<file path="src/rtl/popcount_accumulator.sv">
// ============================================================================
// Module   : popcount_accumulator
// Purpose  : Sequential XNOR-popcount accumulator over a programmable word
//            count. The build macro POPCOUNT_ACCUMULATOR_BINARY_DOT_EN selects
//            the signed +/-1 dot-product output instead of the raw match count.
// Revision : 1.0 - initial release
// ============================================================================
`default_nettype none

module popcount_accumulator #(
    parameter int DATA_SIZE    = 64,
    parameter int CONTROL_SIZE = 64
) (
    input  logic                    CLK,
    input  logic                    RST,
    input  logic                    START,
    input  logic [CONTROL_SIZE-1:0] LENGTH_IN,
    input  logic                    DATA_IN_ENABLE,
    input  logic [DATA_SIZE-1:0]    DATA_IN,
    output logic                    READY,
    output logic [DATA_SIZE-1:0]    DATA_OUT
);

    localparam logic [1:0] STARTER_STATE = 2'd0;
    localparam logic [1:0] INPUT_STATE   = 2'd1;
    localparam logic [1:0] ENDER_STATE   = 2'd2;

    logic [1:0]              r_state;
    logic [DATA_SIZE-1:0]    r_acc;
    logic [CONTROL_SIZE-1:0] r_cnt;
    logic [CONTROL_SIZE-1:0] r_len;
    logic                    r_ready;
    logic [DATA_SIZE-1:0]    r_data_out;

    logic [DATA_SIZE-1:0]    w_pop;
    logic [CONTROL_SIZE-1:0] w_cnt_next;
    logic                    w_last;
    logic [DATA_SIZE-1:0]    w_result;

    always_comb begin
        w_pop = '0;
        for (int i = 0; i < DATA_SIZE; i++) begin
            w_pop = w_pop + DATA_SIZE'(DATA_IN[i]);
        end
    end

    assign w_cnt_next = r_cnt + CONTROL_SIZE'(1);
    assign w_last     = (w_cnt_next == r_len);

`ifdef POPCOUNT_ACCUMULATOR_BINARY_DOT_EN
    localparam int LOG2_DS = $clog2(DATA_SIZE);
    logic [DATA_SIZE-1:0] w_len_ds;

    // DATA_SIZE is a power of two, so length*DATA_SIZE is a plain shift.
    assign w_len_ds = DATA_SIZE'(r_len);
    assign w_result = (r_acc << 1) - (w_len_ds << LOG2_DS);
`else
    assign w_result = r_acc;
`endif

    always_ff @(posedge CLK) begin
        if (RST) begin
            r_state    <= STARTER_STATE;
            r_acc      <= '0;
            r_cnt      <= '0;
            r_len      <= '0;
            r_ready    <= 1'b0;
            r_data_out <= '0;
        end else begin
            r_ready <= 1'b0;
            case (r_state)
                STARTER_STATE: begin
                    if (START) begin
                        r_len   <= LENGTH_IN;
                        r_acc   <= '0;
                        r_cnt   <= '0;
                        r_state <= (LENGTH_IN == '0) ? ENDER_STATE : INPUT_STATE;
                    end
                end
                INPUT_STATE: begin
                    if (DATA_IN_ENABLE) begin
                        r_acc <= r_acc + w_pop;
                        r_cnt <= w_cnt_next;
                        if (w_last) begin
                            r_state <= ENDER_STATE;
                        end
                    end
                end
                ENDER_STATE: begin
                    r_data_out <= w_result;
                    r_ready    <= 1'b1;
                    r_state    <= STARTER_STATE;
                end
                default: r_state <= STARTER_STATE;
            endcase
        end
    end

    assign READY    = r_ready;
    assign DATA_OUT = r_data_out;

endmodule

`default_nettype wire

</file>
<file path="config.mk">
export PLATFORM = sky130hd
export DESIGN_NAME = popcount_accumulator
export DESIGN_NICKNAME = d
export VERILOG_FILES = /design/src/rtl/popcount_accumulator.sv
export SDC_FILE = /design/constraint.sdc
export NUM_CORES = 1
export LEC_CHECK = 0
export BUFFER_PORTS_ARGS = -buffer_cell sky130_fd_sc_hd__buf_4
export CAP_MARGIN = 5
export CORE_MARGIN = 4
export CORE_UTILIZATION = 53
export CTS_CLUSTER_SIZE = 30
export DETAILED_ROUTE_END_ITERATION = 10
export PLACE_DENSITY = 0.77
export SLEW_MARGIN = 15
export SYNTH_ARGS = -nofsm -noshare
export SYNTH_HDL_FRONTEND = slang
export SYNTH_SLANG_ARGS = --single-unit
</file>
<file path="constraint.sdc">
create_clock -name CLK -period 7.35 [get_ports CLK]
set_clock_uncertainty 0.2 [all_clocks]
set_input_delay 0 -clock CLK [delete_from_list [all_inputs] [get_ports CLK]]
set_output_delay 0 -clock CLK [all_outputs]
set_load 0.01 [all_outputs]
</file>
==> summary.md, run 1 <==
| Metric | Value |
|---|---|
| Gr ovfl total | `0` |
| P_leak | `7.26 nW` |
| Final instance area | `19500 µm²` |
| Ys async rst share | `0` |
| Cells after Synth | `between 1500 and 2000` |
| Worst EP arrival | `7170 ps` |
| Die ar. | `31600 µm²` |
| Final Hold Vio Count | `0` |
| Hold Path Stages | `5` |
| DRC | `0` |
| Detailed Route WL | `48800 µm` |
| Top_reg_cell synth | `dfxtp_1` |
| Syn_area_per_cell | `about 7.7 µm²` |
| Worst VDD drop | `688 µV` |
| Total track usage | `0.300` |
| R2R Setup Slk | `400 ps` |
| Crit Path Max Fanout | `27` |
| Startpoint types | `register` |
| Setup WS pre-CTS | `-53.8 ps` |
| CP Class | `register to register` |
| Hold Crit Endpoint | `r_len[63]$_SDFFE_PP0P_` |
| Max-Cap Viols | `0` |
| TritonCTS clock tree | `built` |
| Detail Placement HPWL | `32400 µm` |
| Placed cell area | `16900 µm²` |
| PwrDens | `318 nW/µm²` |
| Top-area cell type share of the netlist area | `0.340` |
| Hold slack | `33.6 ps` |
| Worst-path clk slew | `about 70 ps` |
| Initial antenna violation count | `0` |
| Cell mode on critical path | `fa_1` |
| Run status | `completed` |
| CP Data Required Time | `7560 ps` |
| Synth top area cells | `dfxtp_1, nand2_1, a21oi_1, fa_1, xnor2_1` |
| Most common cell after layout, fill and taps aside | `nand2_1` |
| Total CTS buffers | `28` |
| Tightest Hold Check Type | `input pin to register` |
| Fmax | `144 MHz` |
| Worst slew pin tran | `1160 ps` |
| Post-layout min period | `6950 ps` |
| Routability congestion estimate | `0.960` |
| Final nets | `2472` |
| DR WL/cell | `18.4 µm` |
| PortBufs | `196` |
| Iter 0 DRT Violations | `~1300` |
| Final core utilization | `0.693` |
| Synthesis Warnings | `0` |
| CTS sink count | `259` |
| H-tree depth | `1` |
| Die Y | `~180 µm` |
| Crit end category | `register` |
| Starting Density | `0.544` |
| P&R area growth vs syn | `27.4%` |
| Core Area | `28100 µm²` |
| Via density | `5.82` |
| Share of layout cells above drive strength 1 | `0.125` |
| I/O pins | `a little under 200` |
| Slowest stage delay, CP | `approximately 580 ps` |
| Largest net degree at the start of global routing | `125` |
| Num rows | `61` |
| Syn nets | `2200` |
| FF+latch count, synth | `259` |
| Max clock buf depth | `3` |
| FF-to-FF Start | `r_acc[0]$_SDFFE_PP0P_` |
| Reg-to-reg endpoint | `r_acc[56]$_SDFFE_PP0P_` |
| Buf/Inv on CP | `2` |
| Vias in the first global route | `~15000` |
| Most frequent cells in the layout | `nand2_1, dfxtp_1, a21oi_1` |
| Die Span X | `178 µm` |
| Clock Tree Root | `clkbuf_16` |
| Worst R2R Path Depth | `20` |
| Largest area contributor in the netlist | `dfxtp_1` |
| First-pass GRT wire length | `77500 µm` |
| Post-CTS Setup Repair Bufs | `0` |
| CP max stage cell | `fa_1` |
| PnR worst setup slack | `398 ps` |
| Crit-path cells | `inv_1, fa_1, fa_1, fa_1, fa_1, fa_1, fa_1, fa_1, fa_1, fa_1, nor2b_1, o21ai_0, a21boi_1, o21ai_0, a21oi_1, o21ai_1, buf_12, a2111oi_1, xnor2_1, nor2_1` |
| Post-synthesis sequential area ratio | `0.340` |
| EDFF count, synth | `0` |
| Tcrit/Tclk final | `0.946` |
| Yosys cell types | `69` |
| Min-delay src | `START` |
| Synth Cell Area | `roughly 15000 µm²` |
| Setup-failing EPs final | `0` |
| Detailed-route via count | `15400` |
| Pre-Repair DR Iteration Count | `5` |
| CP top delay family | `adder cells` |
| Fin. max-slew vios | `0` |
| Clock Latency Late Sink | `just under 600 ps` |
| N_diodes | `0` |
| Worst relative slew slack | `0.225` |
| Final ANT Viol Nets | `0` |
==> cells by family after synthesis <==
group / Yosys count / synth area share
multiplexers: 3 / 0.00205
flip-flops: 259 / 0.340
AO/OA/AOI/OAI: 389 / 0.146
adder cells (fa/ha/maj): 84 / 0.0963
buffers and inverters: 244 / 0.0617
AND/OR/NAND/NOR: 857 / 0.268
XOR/XNOR: 148 / 0.0863
==> cell type report <==
| cell class | count | area, µm² |
|---|---|---|
| Fill cell | 2247 | 8630 |
| Tap cell | 378 | 473 |
| Multi-Input combinational cell | 1481 | 9230 |
| Timing Repair Buffer | 371 | 3210 |
| Inverter | 115 | 432 |
| Clock buffer | 41 | 830 |
| Sequential cell | 259 | 5180 |
| Clock inverter | 4 | 95.1 |
==> what timing repair did <==
action                                 4_1_cts  5_1_grt
setup endpoints to repair                    0       13
hold buffers                               160        0
resized for setup                            0       18
endpoints found under the hold margin      154        0
==> metal layers <==
layer / routed length (µm) / part of all wire / vias up / global-route usage
li1: - / - / 7337 / -
met1: 20800 / 0.43 / 7379 / 0.406
met2: 22900 / 0.47 / 601 / 0.492
met3: 3910 / 0.080 / 89 / 0.0616
met4: 1250 / 0.026 / 0 / 0.0819
met5: 0 / 0 / - / 0
==> power by group <==
| part | total [mW] | internal, mW | switching, mW |
|---|---|---|---|
| Clock | 1.43 | 0.845 | 0.583 |
| Combinational | 3.27 | 1.40 | 1.87 |
| Sequential | 1.48 | 1.44 | 0.0366 |
| Total | 6.18 | 3.69 | 2.49 |
==> sequential cells by signal, indices dropped and copies added, names as in the netlist <==
name,flops
DATA_OUT,64
r_acc,64
r_state,2
r_len,64
READY,1
r_cnt,64
==> synthesized netlist by cell type, types with 26 or more instances <==
master,instances
nor3_1,58
inv_1,115
a21oi_1,224
fa_1,56
ha_1,28
dfxtp_1,259
nand2_1,366
nand4_1,47
clkbuf_1,101
xnor2_1,120
o21ai_0,66
xor2_1,26
nand3_1,46
nor2_1,157
nor4_1,57
==> worst register-to-register path, stage by stage, from the launching register on <==
cell	delay (ps)
dfxtp_1	380
inv_1	80
fa_1	580
fa_1	470
fa_1	510
fa_1	550
fa_1	430
fa_1	520
fa_1	440
fa_1	420
fa_1	420
nor2b_1	130
o21ai_0	120
a21boi_1	240
o21ai_0	140
a21oi_1	210
o21ai_1	130
buf_12	190
a2111oi_1	430
xnor2_1	190
nor2_1	70
==> per-stage QoR <==
stage          setup TNS [ps]  instances  power, mW
2_1_floorplan               0       1984       3.82
3_3_place_gp                0       2444       4.52
3_5_place_dp             -193       2444       4.62
4_1_cts                     0       2649       6.17
5_1_grt                 -51.9       2649       6.75
6_report                    0       2649       6.18
==> how the worst max path moves through the flow <==
stage                               start                     end  cells past startpoint
CTS                 r_acc[0]$_SDFFE_PP0P_  r_acc[60]$_SDFFE_PP0P_                     20
global route        r_acc[0]$_SDFFE_PP0P_  r_acc[56]$_SDFFE_PP0P_                     20
global placement              DATA_IN[17]  r_acc[58]$_SDFFE_PP0P_                     24
floorplan                     DATA_IN[17]  r_acc[56]$_SDFFE_PP0P_                     23
detailed placement             DATA_IN[0]  r_acc[42]$_SDFFE_PP0P_                     22
finish              r_acc[0]$_SDFFE_PP0P_  r_acc[56]$_SDFFE_PP0P_                     20
No activity file was read; power rests on OpenSTA's default activity.
==> inputs of run 2 (changes only) <==
CELL_PAD_IN_SITES_DETAIL_PLACEMENT = 1   (was not set)
CELL_PAD_IN_SITES_GLOBAL_PLACEMENT = 2   (was not set)
CORE_UTILIZATION = 31   (was 53)
PLACE_DENSITY = not set   (was 0.77)
PLACE_DENSITY_LB_ADDON = 0.1   (was not set)
==> run 2 against run 1 <==
  * Maximum frequency is 0.81% lower
  * Via count decreased by 3.2%
  * Sequential share of layout area is 0.12 points lower
  * Largest cell class unchanged
  * Highest routed layer is now met5
==> summary.md, run 2 (synthesized netlist as in run 1, its figures left out) <==
| Metric | Value |
|---|---|
| Run status | `completed` |
| Detailed Route WL | `56700 µm` |
| I/O pins | `between 150 and 200` |
| Num rows | `81` |
| Setup TNS Final | `0 ps` |
| P&R area growth vs syn | `28.0%` |
| Starting Density | `0.313` |
| Fmax | `143 MHz` |
| Detail Placement HPWL | `between 40000 and 50000 µm` |
| PwrDens | `329 nW/µm²` |
| DR WL/cell | `19.6 µm` |
| Post-layout min period | `7010 ps` |
| CP Data Required Time | `roughly 7600 ps` |
| Most frequent cells in the layout | `nand2_1, dfxtp_1, a21oi_1` |
| Worst relative slew slack | `0.191` |
| Overall Power | `6.43 mW` |
| DRC | `0` |
| Total CTS buffers | `34` |
| Clock Latency Late Sink | `roughly 560 ps` |
| H-tree depth | `2` |
| Max-Cap Viols | `0` |
| Post-CTS Setup Repair Bufs | `0` |
| Startpoint types | `register` |
| Crit Path Max Fanout | `23` |
| Largest net degree at the start of global routing | `between 80 and 90` |
| Die Span X | `230 µm` |
| Die ar. | `52900 µm²` |
| Final nets | `2426` |
| Tightest Hold Check Type | `input pin to register` |
| Grt met1 use | `0.267` |
| Iter 0 DRT Violations | `711` |
| TritonCTS clock tree | `built` |
| Setup-failing EPs final | `0` |
| RSZ-0062 raised after global routing | `false` |
| N_diodes | `0` |
| Fin. max-slew vios | `0` |
| Global route hottest layer | `met2` |
| Worst-path clk slew | `60 ps` |
| Most common cell after layout, fill and taps aside | `nand2_1` |
| Final Hold Vio Count | `0` |
| PortBufs | `slightly below 200` |
| Initial antenna violation count | `2` |
| Crit end category | `register` |
| Tcrit/Tclk final | `0.954` |
| Via density | `5.14` |
| Clock Tree Root | `clkbuf_16` |
| Worst VDD drop | `510 µV` |
| P_leak | `7.18 nW` |
| Share of layout cells above drive strength 1 | `0.134` |
| Routability congestion estimate | `slightly below 0.9` |
| Vias in the first global route | `between 15000 and 20000` |
| Worst EP arrival | `7230 ps` |
| Final ANT Viol Nets | `0` |
| Gr ovfl total | `0` |
| Die Y | `230 µm` |
| CP Class | `register to register` |
| Detailed-route via count | `14900` |
| Pre-Repair DR Iteration Count | `4` |
| First-pass GRT wire length | `89400 µm` |
| CTS sink count | `259` |
| Max clock buf depth | `3` |
| Met2 global-route usage | `0.369` |
| Worst slew pin tran | `1200 ps` |
| Core Area | `around 50000 µm²` |
| Total track usage | `0.210` |
| M3 GR Usage | `0.0327` |
run 2: final timing paths:
kind                                   from                         to  slack (ps)  depth (start not counted)
setup / recovery      r_acc[0]$_SDFFE_PP0P_     r_acc[56]$_SDFFE_PP0P_         340                         20
hold / removal                        START     r_len[12]$_SDFFE_PP0P_           7                          5
setup reg to reg      r_acc[0]$_SDFFE_PP0P_     r_acc[56]$_SDFFE_PP0P_         340                         20
hold reg to reg   DATA_OUT[55]$_SDFFE_PP0P_  DATA_OUT[55]$_SDFFE_PP0P_         260                          2
run 2: what timing repair did:
item	in CTS	in global routing
endpoints found under the setup margin	0	7
hold buffers	102	0
resized for setup	0	8
endpoints found under the hold margin	139	0
run 2: layout make-up:
cell class / instances / area, µm²
flip-flops and latches: 259 / 5180
inverters: 115 / 432
clock inverters: 17 / 299
fillers: 5949 / 29300
well taps: 664 / 831
multi-input cells: 1481 / 9190
repair buffers: 319 / 2680
clock buffers: 44 / 928
run 2: layer usage:
layer,part of all wire,up-vias
met2,0.50,204
met3,0.033,78
met5,0.00048,-
met4,0.027,4
li1,-,7228
met1,0.44,7392
run 2: worst max-delay path, cell delays in order, from the launching register on:
cell and delay, ps:
dfxtp_1 350, inv_1 100, fa_1 580, fa_1 450
fa_1 510, fa_1 560, fa_1 440, fa_1 510
fa_1 430, fa_1 420, fa_1 410, nor2b_1 140
o21ai_0 110, a21boi_0 260, o21ai_0 150, a21oi_1 260
o21ai_2 110, buf_12 170, a2111oi_0 480, xnor2_1 180
nor2_1 50
run 2: report_power, final:
part / internal [mW] / total (mW) / switching (mW) / leakage, nW
Sequential: 1.44 / 1.48 / 0.0390 / 2.10
Combinational: 1.42 / 3.12 / 1.70 / 4.49
Clock: 1.12 / 1.83 / 0.711 / 0.589
run 2: per-stage QoR:
stage	cells	utilization	setup WS [ps]	area [µm²]	hold slack (ps)
finish	2899	0.400	341	19500	6.85
global placement	2736	0.354	78.9	17300	67.8
global route	2899	0.400	1.44	19500	34.5
detailed placement	2736	0.354	-38.9	17300	69.0
floorplan	1984	-	511	15300	-64.0
CTS	2899	0.400	226	19500	0.277
==> inputs of run 3 (changes only) <==
CORE_UTILIZATION = 32   (was 31)
CTS_BUF_LIST = sky130_fd_sc_hd__clkbuf_8   (was not set)
RECOVER_POWER = 100   (was not set)
==> run 3 against run 2 <==
  * The flow now finishes with violations (capacitance limit, slew limit)
  * Clock-buffer cell count is 19 higher
  * Global-route usage rose by 1.3 points
  * Die area is 3.0% lower
  * Clock power down 17%
  * Largest cell class unchanged
  * Sequential share of layout area down 1.4 points
  * Register-to-register slack got worse by 20 ps
  * Routed wire length is 3.1% higher
  * Design area is 5.7% higher
  * Setup slack lost 21 ps
  * Via count grew 5.7%
==> summary.md, run 3 (synthesized netlist as in run 1, its figures left out) <==
| Metric | Value |
|---|---|
| Run status | `finished with violations` |
| Violated checks | `capacitance limit, slew limit` |
| Fin. max-slew vios | `326` |
| Final Hold Vio Count | `0` |
| Detailed Route WL | `roughly 58000 µm` |
| PwrDens | `324 nW/µm²` |
| Tcrit/Tclk final | `0.956` |
| Worst VDD drop | `between 700 and 800 µV` |
| Worst EP arrival | `7360 ps` |
| Hold Crit Endpoint | `r_acc[2]$_SDFFE_PP0P_` |
| Clock Latency Late Sink | `660 ps` |
| Most frequent cells in the layout | `nand2_1, dlygate4sd3_1, dfxtp_1` |
| Post-layout min period | `7030 ps` |
| Met2 Wirelength | `28100 µm` |
| Total CTS buffers | `49` |
| Hold Path Stages | `8` |
| Detail Placement HPWL | `between 30000 and 40000 µm` |
| CP Class | `register to register` |
| Detailed-route via count | `about 16000` |
| Highest metal layer with signal wires | `met5` |
| Die Span X | `between 200 and 250 µm` |
| PortBufs | `between 150 and 200` |
| Worst relative slew slack | `-2.11` |
| Num rows | `79` |
| Core Area | `46900 µm²` |
| Initial antenna violation count | `5` |
| P&R area growth vs syn | `35.2%` |
| Iter 0 DRT Violations | `approximately 630` |
| Total track usage | `0.223` |
| Crit end category | `register` |
| Most common cell after layout, fill and taps aside | `nand2_1` |
| H-tree depth | `2` |
| Worst-path clk slew | `70 ps` |
| Share of layout cells above drive strength 1 | `0.102` |
| Pre-Repair DR Iteration Count | `4` |
| RSZ-0062 raised after global routing | `true` |
| Vias in the first global route | `16700` |
| Routability congestion estimate | `0.865` |
| First-pass GRT wire length | `91700 µm` |
| Min-delay src | `DATA_IN[20]` |
| Setup-failing EPs final | `0` |
| Startpoint types | `register` |
| Crit-path cells | `inv_1, fa_1, fa_1, fa_1, fa_1, fa_1, fa_1, fa_1, fa_1, fa_1, nor2b_1, o21ai_0, a21boi_0, buf_4, o21ai_0, a21oi_2, buf_4, o21ai_2, a2111oi_1, xnor2_1, nor2_1` |
| Setup WS pre-CTS | `-209 ps` |
| Wire length on met3 | `2320 µm` |
| FF-to-FF Start | `r_acc[0]$_SDFFE_PP0P_` |
| Max-Cap Viols | `5` |
| Overall Power | `roughly 6.7 mW` |
| Multi-input logic area | `9200 µm²` |
| DRC | `0` |
| Gr ovfl total | `0` |
| CP Data Required Time | `7680 ps` |
| DR WL/cell | `19.2 µm` |
| Final nets | `roughly 2600` |
| Register area | `5180 µm²` |
| Tightest Hold Check Type | `input pin to register` |
| Die ar. | `51300 µm²` |
| CTS sink count | `259` |
| Die Y | `226 µm` |
| Final ANT Viol Nets | `0` |
| PnR worst setup slack | `roughly 320 ps` |
| Fmax | `142 MHz` |
| Worst slew pin tran | `4660 ps` |
| Fillers | `around 5700` |
| CP max stage cell | `fa_1` |
| Crit Path Max Fanout | `8` |
| Starting Density | `0.326` |
| Max clock buf depth | `3` |
| Reg-to-reg endpoint | `r_acc[44]$_SDFFE_PP0P_` |
| Worst R2R Path Depth | `21` |
| TritonCTS clock tree | `built` |
| Via density | `5.18` |
| Final core utilization | `0.441` |
| Clock Tree Root | `clkbuf_8` |
| Met1 wire length | `between 20000 and 30000 µm` |
| Slowest stage delay, CP | `570 ps` |
| P_leak | `7.64 nW` |
| R2R Setup Slk | `320 ps` |
| Largest net degree at the start of global routing | `slightly above 90` |
| Cell mode on critical path | `fa_1` |
| I/O pins | `197` |
-- run 3: cell count changes in the layout (fill, tap and decap cells not counted), sizes merged, moves of 2 or more --
cell / previous run / this run
dlygate4sd3: 102 / 262
clkbuf: 44 / 135
buf: 217 / 150
inv: 115 / 138
bufinv: 6 / 1
clkinv: 9 / 4
clkinvlp: 2 / 0
diode: 0 / 2
-- run 3: timing repair --
action                     4_1_cts  5_1_grt
resized for setup                0       15
hold buffers                   262        0
setup endpoints to repair        0       27
setup buffers                    0        1
hold endpoints to repair       140        0
-- run 3: power breakdown --
group	switching (mW)	internal (mW)	total, mW
combinational	1.96	1.76	3.71
clock	0.694	0.813	1.51
sequential	0.0353	1.44	1.48
-- run 3: metal layers --
layer / up-vias / global-route usage
li1: 7606 / -
met1: 7770 / 0.294
met2: 285 / 0.378
met3: 97 / 0.0351
met4: 4 / 0.0703
met5: - / 0
-- run 3: how the worst max path moves through the flow --
stage                     startpoint                     end  slack (ps)  depth (start not counted)
2_1_floorplan            DATA_IN[17]  r_acc[56]$_SDFFE_PP0P_         510                         23
3_3_place_gp             DATA_IN[17]  r_acc[54]$_SDFFE_PP0P_          30                         24
3_5_place_dp             DATA_IN[17]  r_acc[56]$_SDFFE_PP0P_        -210                         24
4_1_cts        r_acc[0]$_SDFFE_PP0P_  r_acc[56]$_SDFFE_PP0P_          40                         20
5_1_grt        r_acc[0]$_SDFFE_PP0P_  r_acc[42]$_SDFFE_PP0P_         -90                         21
6_report       r_acc[0]$_SDFFE_PP0P_  r_acc[44]$_SDFFE_PP0P_         320                         21
-- run 3: per-stage QoR --
step	area [µm²]	hold slack (ps)	instances	setup TNS, ps
2_1_floorplan	15300	-64.0	1984	0
3_3_place_gp	17200	59.3	2683	0
3_5_place_dp	17200	67.0	2683	-2610
4_1_cts	20900	23.2	3036	0
5_1_grt	20600	194	3040	-289
6_report	20600	147	3040	0
-- run 3: worst max-delay path, delay by kind of cell, from the launching register on --
family / cells / cell delay, ps
fa+ha+maj: 9 / 4250
compound gates: 6 / 1310
buf+inv: 3 / 410
flops: 1 / 380
simple gates: 2 / 190
xor+xnor: 1 / 180
-- run 3: final cells by class --
type	count	area share
Clock buffer	63	0.0420
Inverter	115	0.0209
Clock inverter	28	0.00818
Sequential cell	259	0.251
Timing Repair Buffer	484	0.195
Tap cell	607	0.0368
Multi-Input combinational cell	1482	0.445
Antenna cell	2	0.000242
